File: src/rtl/nibble_adder_pkg.sv
// Shared types and helpers for the nibble-serial adder sequencer.
package nibble_adder_pkg;

    // Sequencer states: wait for operands, step nibbles, present result.
    typedef enum logic [1:0] {
        IDLE = 2'd0,
        RUN  = 2'd1,
        DONE = 2'd2
    } state_t;

    // Width of the shared adder slice.
    localparam int NIB_W = 4;

    // Number of nibble steps needed to cover an operand.
    function automatic int nib_count(input int width);
        return width / NIB_W;
    endfunction

endpackage

File: src/rtl/nibble_serial_adder_ctrl_add4_slice.sv
// Single 4-bit adder slice with carry in/out, shared by every nibble step.
module add4_slice
    import nibble_adder_pkg::*;
(
    input  logic [NIB_W-1:0] a,
    input  logic [NIB_W-1:0] b,
    input  logic             cin,
    output logic [NIB_W-1:0] s,
    output logic             cout
);

    logic [NIB_W:0] sum_w;

    // Zero-extend so the carry out lands in the top bit.
    always_comb begin
        sum_w = {1'b0, a} + {1'b0, b} + {{NIB_W{1'b0}}, cin};
    end

    assign s    = sum_w[NIB_W-1:0];
    assign cout = sum_w[NIB_W];

endmodule

File: src/rtl/nibble_serial_adder_ctrl.sv
// Nibble-serial adder sequencer: adds two WIDTH-bit operands through one
// shared 4-bit slice, LSB nibble first, carry chained through a register.
// Optional subtract mode is enabled by defining NIBBLE_SERIAL_ADDER_SUB_EN,
// which adds a 'sub' input latched alongside the operands.
module nibble_serial_adder_ctrl
    import nibble_adder_pkg::*;
#(
    parameter int WIDTH = 16
) (
    input  logic             clk,
    input  logic             rst_n,
    input  logic             in_valid,
    output logic             in_ready,
    input  logic [WIDTH-1:0] A,
    input  logic [WIDTH-1:0] B,
`ifdef NIBBLE_SERIAL_ADDER_SUB_EN
    input  logic             sub,
`endif
    output logic             out_valid,
    input  logic             out_ready,
    output logic [WIDTH-1:0] S,
    output logic             Cout,
    output logic             busy
);

    localparam int NIB   = nib_count(WIDTH);
    localparam int IDX_W = (NIB > 1) ? $clog2(NIB) : 1;
    localparam logic [IDX_W-1:0] LAST_IDX = IDX_W'(NIB - 1);

    // Reject widths the nibble stepping cannot cover exactly.
    generate
        if (((WIDTH % NIB_W) != 0) || (WIDTH < NIB_W)) begin : g_bad_width
            $error("nibble_serial_adder_ctrl: WIDTH must be a multiple of 4 and >= 4");
        end
    endgenerate

    state_t                      state_q, state_d;
    logic [NIB-1:0][NIB_W-1:0]   a_q, b_q, s_q;
    logic [IDX_W-1:0]            idx_q;
    logic                        carry_q;
    logic                        cout_q;

    logic                        accept;
    logic                        step;
    logic                        last_step;
    logic [WIDTH-1:0]            b_load;
    logic                        carry_load;
    logic [NIB_W-1:0]            a_nib, b_nib, sum_nib;
    logic                        slice_cout;

    assign accept    = in_valid && (state_q == IDLE);
    assign step      = (state_q == RUN);
    assign last_step = step && (idx_q == LAST_IDX);

`ifdef NIBBLE_SERIAL_ADDER_SUB_EN
    // Subtraction as A + ~B + 1: invert B on load and seed the carry.
    assign b_load     = sub ? ~B : B;
    assign carry_load = sub;
`else
    assign b_load     = B;
    assign carry_load = 1'b0;
`endif

    // Nibble select feeding the shared slice.
    assign a_nib = a_q[idx_q];
    assign b_nib = b_q[idx_q];

    add4_slice u_slice (
        .a    (a_nib),
        .b    (b_nib),
        .cin  (carry_q),
        .s    (sum_nib),
        .cout (slice_cout)
    );

    // State register.
    always_ff @(posedge clk) begin
        if (!rst_n) state_q <= IDLE;
        else        state_q <= state_d;
    end

    // Next-state logic: accept, step through nibbles, hold until drained.
    always_comb begin
        state_d = state_q;
        case (state_q)
            IDLE: if (accept)    state_d = RUN;
            RUN:  if (last_step) state_d = DONE;
            DONE: if (out_ready) state_d = IDLE;
            default:             state_d = IDLE;
        endcase
    end

    // Operand capture and per-nibble result/carry update.
    always_ff @(posedge clk) begin
        if (!rst_n) begin
            a_q     <= '0;
            b_q     <= '0;
            s_q     <= '0;
            idx_q   <= '0;
            carry_q <= 1'b0;
            cout_q  <= 1'b0;
        end else if (accept) begin
            a_q     <= A;
            b_q     <= b_load;
            carry_q <= carry_load;
            idx_q   <= '0;
        end else if (step) begin
            s_q[idx_q] <= sum_nib;
            carry_q    <= slice_cout;
            idx_q      <= last_step ? '0 : idx_q + IDX_W'(1);
            if (last_step) cout_q <= slice_cout;
        end
    end

    assign in_ready  = (state_q == IDLE);
    assign busy      = (state_q == RUN);
    assign out_valid = (state_q == DONE);
    assign S         = s_q;
    assign Cout      = cout_q;

endmodule

File: config.mk
export PLATFORM = sky130hd
export DESIGN_NAME = nibble_serial_adder_ctrl
export DESIGN_NICKNAME = d
export VERILOG_FILES = /design/src/rtl/nibble_adder_pkg.sv /design/src/rtl/nibble_serial_adder_ctrl_add4_slice.sv /design/src/rtl/nibble_serial_adder_ctrl.sv
export SDC_FILE = /design/constraint.sdc
export NUM_CORES = 1
export LEC_CHECK = 0
export BUFFER_PORTS_ARGS = -buffer_cell sky130_fd_sc_hd__buf_2
export CORE_ASPECT_RATIO = 2
export CORE_MARGIN = 2
export CORE_UTILIZATION = 50
export DETAILED_ROUTE_END_ITERATION = 12
export PLACE_DENSITY = 0.74
export SLEW_MARGIN = 30
export SYNTH_ARGS = -nofsm -noshare
export SYNTH_HDL_FRONTEND = slang
export SYNTH_SLANG_ARGS = --single-unit
File: constraint.sdc
create_clock -name clk -period 5.7 [get_ports clk]
set_clock_uncertainty 0.15 [all_clocks]
set_input_delay 0.855 -clock clk [delete_from_list [all_inputs] [get_ports clk]]
set_output_delay 0.855 -clock clk [all_outputs]
set_load 0.01 [all_outputs]
==> summary.txt <==
Outcome - complete, no violations
Hold Slack - 0.307 ns
CP peak stage delay - 0.69 ns
First-pass GRT wire length - 8.64 mm
Ant. Diodes - 0
Share of layout cells above drive strength 1 - 33.4%
Min-Delay Path Class - flop to flop
DR top layer - met4
Port-buffer cells - 55
Power Density - 258 mW/mm^2
CP Data Arrival Time - 2.83 ns
Tot GR Track Use - 20.5%
Met2 Wirelength - 2.72 mm
Clk sinks - 54
Period utilization - 48.6%
HPWL Detailed - 3.80 mm
Unrepaired setup endpoints after global routing - false
Vias - 1909
Die Area - 0.00573 mm^2
Critical path peak fanout - 13
Maximum vdd ir drop - 0.000259 V
Area fraction of the dominant cell type after synthesis - 42.4%
Total Routed Length - 5.02 mm
Crit path kind - flop to flop
Synth unique cells - 30
Resized Gates After CTS - 0
Post-DRT Antenna Nets - 0
Tmin final - 2.77 ns
GPL Wtd Cong - 0.734
CTS tree - built
Die span in x - 54.5 um
Post-Syn Nets - 310
Cell taking the most area after synthesis - dfxtp_1
Initial drt markers - 27
Ys Warns - 0
Max Cap Violations - 0
Async SR Flop Fraction - 0%
Worst skew pair latency - 0.31 ns
NumNets Final - 355
DRC violations left - 0
Final TNS setup - 0 ns
Flops & latches, synth - 54
CP startpoint kind - flop
Post-synthesis sequential area ratio - 42.4%
Final Hold Vio Count - 0
Pleak - 1.32 nW
Worst Setup End Kind - flop
Die Span Y - 105 um
EDFF count, synth - 0
Area contributors post-synth - dfxtp_1 (42%), a21boi_1 (9.4%), nand2_1 (7.9%)
Synth Flop Type - dfxtp_1
Cell Area, Synth - 0.00255 mm^2
Drt pass-1 iters - 4
Avg Vias per Cell - 5.19
Fin. max-slew vios - 0
Worst path slowest cell - dfxtp_1
Achievable Freq - 361 MHz
H-tree depth - 2
Largest net degree at the start of global routing - 55
Vias in the first global route - 1886
Initial core utilization - 52.0%
Final global-route overflow total - 0
Avg WL per Cell - 13.6 um
Power, Total - 0.000754 W
Antenna violations before repair - 0
Mean area per synthesized cell - 9.63 um^2
Post-synthesis cell count - 265
Post-CTS setup buffer count - 0
Area Growth Syn to Fin - 14.4%
WL met1 - 1.98 mm
Clk slew on worst S/H paths - 0.09 ns
I/O Pins - 56
Core area - 0.00491 mm^2
Final setup violation count - 0
Worst Path Required - 5.76 ns
CTS max path bufs - 2
Rel. slew slack - 45.9%
Clk root buf - clkbuf_8
DR WL met3 - 186 um
Cells along the critical path - mux4_2 > inv_1 > fa_1 > inv_1 > fa_1 > xnor2_1 > nand2_1 > o211a_1
FP Rows - 36
Slew @ Worst Pin - 0.811 ns
Hold-fix buffers, CTS - 0
CTS Buf Count - 5
worst max-delay path: cells and delay by family, from the launching register on:
kind	cells	cell delay, ns
AOI/OAI and AO/OA	1	0.13
xor gates and xnor gates	1	0.33
adders and majority gates	2	0.57
buffers and inverters	2	0.13
DFF	1	0.69
muxes	1	0.57
and+or+nand+nor	1	0.10
metal layers:
layer,GRT usage [%],vias up
met1,23.2,876
met5,0,-
met4,8.39,0
met3,4.29,10
met2,35.1,40
li1,-,983
area by class of cell:
cell class	instances	area [um^2]
Timing Repair Buffer	57	294
Fill cell	475	1990
Multi-Input combinational cell	185	1340
Inverter	7	26.3
Sequential cell	54	1080
Clock buffer	8	110
Tap cell	57	71.3
power breakdown:
| group | switching (W) | internal, W | leakage (nW) |
|---|---|---|---|
| Combinational | 0.0000535 | 0.0000470 | 0.820 |
| Clock | 0.000120 | 0.000123 | 0.0575 |
| Sequential | 0.0000155 | 0.000395 | 0.441 |
cells in the mapped netlist (3+ instances only):
| cell | instances |
|---|---|
| and3b_1 | 4 |
| mux2i_1 | 4 |
| nand2_2 | 30 |
| and2_1 | 3 |
| clkbuf_1 | 5 |
| mux4_2 | 8 |
| o211a_1 | 8 |
| nand2_1 | 54 |
| dfxtp_1 | 54 |
| buf_2 | 10 |
| ha_1 | 7 |
| buf_6 | 4 |
| nor2b_1 | 7 |
| a21boi_1 | 32 |
| o221ai_1 | 4 |
| a21oi_1 | 5 |
| nand4_1 | 4 |
| inv_1 | 7 |
flip-flops by register name, indices dropped and copies added (netlist names):
| register | count |
|---|---|
| Cout | 1 |
| S | 16 |
| a_q | 16 |
| b_q | 16 |
| carry_q | 1 |
| idx_q | 2 |
| state_q | 2 |
through the flow:
| stage | worst slack (ns) | area [um^2] | instances | utilization (%) |
|---|---|---|---|---|
| floorplan | 3.24 | 2550 | 265 | - |
| global placement | 2.98 | 2800 | 359 | 57.0 |
| detailed placement | 2.92 | 2810 | 360 | 57.2 |
| CTS | 2.91 | 2920 | 368 | 59.5 |
| global route | 2.72 | 2920 | 368 | 59.5 |
| finish | 2.93 | 2920 | 368 | 59.5 |
layout by cell type (no fill, tap or decap), types with 2 or more instances in the layout:
| cell | instances |
|---|---|
| buf_2 | 55 |
| dfxtp_1 | 54 |
| nand2_1 | 54 |
| a21boi_1 | 32 |
| nand2_2 | 30 |
| mux4_2 | 8 |
| o211a_1 | 8 |
| clkbuf_8 | 8 |
| inv_1 | 7 |
| nor2b_1 | 7 |
| ha_1 | 7 |
| a21oi_1 | 5 |
| and3b_1 | 4 |
| mux2i_1 | 4 |
| nand4_1 | 4 |
| o221ai_1 | 4 |
| and2_1 | 3 |
| nor2_1 | 2 |
| o21ai_1 | 2 |
| fa_1 | 2 |
kinds of logic after synthesis:
group           Yosys count  synth area share [%]
fa+ha+maj                 9                  5.00
mux                      12                  8.63
simple gates            109                  22.0
flops                    54                  42.4
compound gates           54                  16.2
xor+xnor                  1                 0.343
buf+inv                  26                  5.49
worst paths after layout:
check | slack [ns] | startpoint | depth (start not counted) | endpoint
worst min register to register | 0.31 | b_q[0] | 2 | b_q[0]
worst min-delay path | 0.31 | b_q[0] | 2 | b_q[0]
worst max-delay path | 2.93 | idx_q[0] | 8 | S[6]
worst max register to register | 2.93 | idx_q[0] | 8 | S[6]
(Power assumes the default switching activity.)
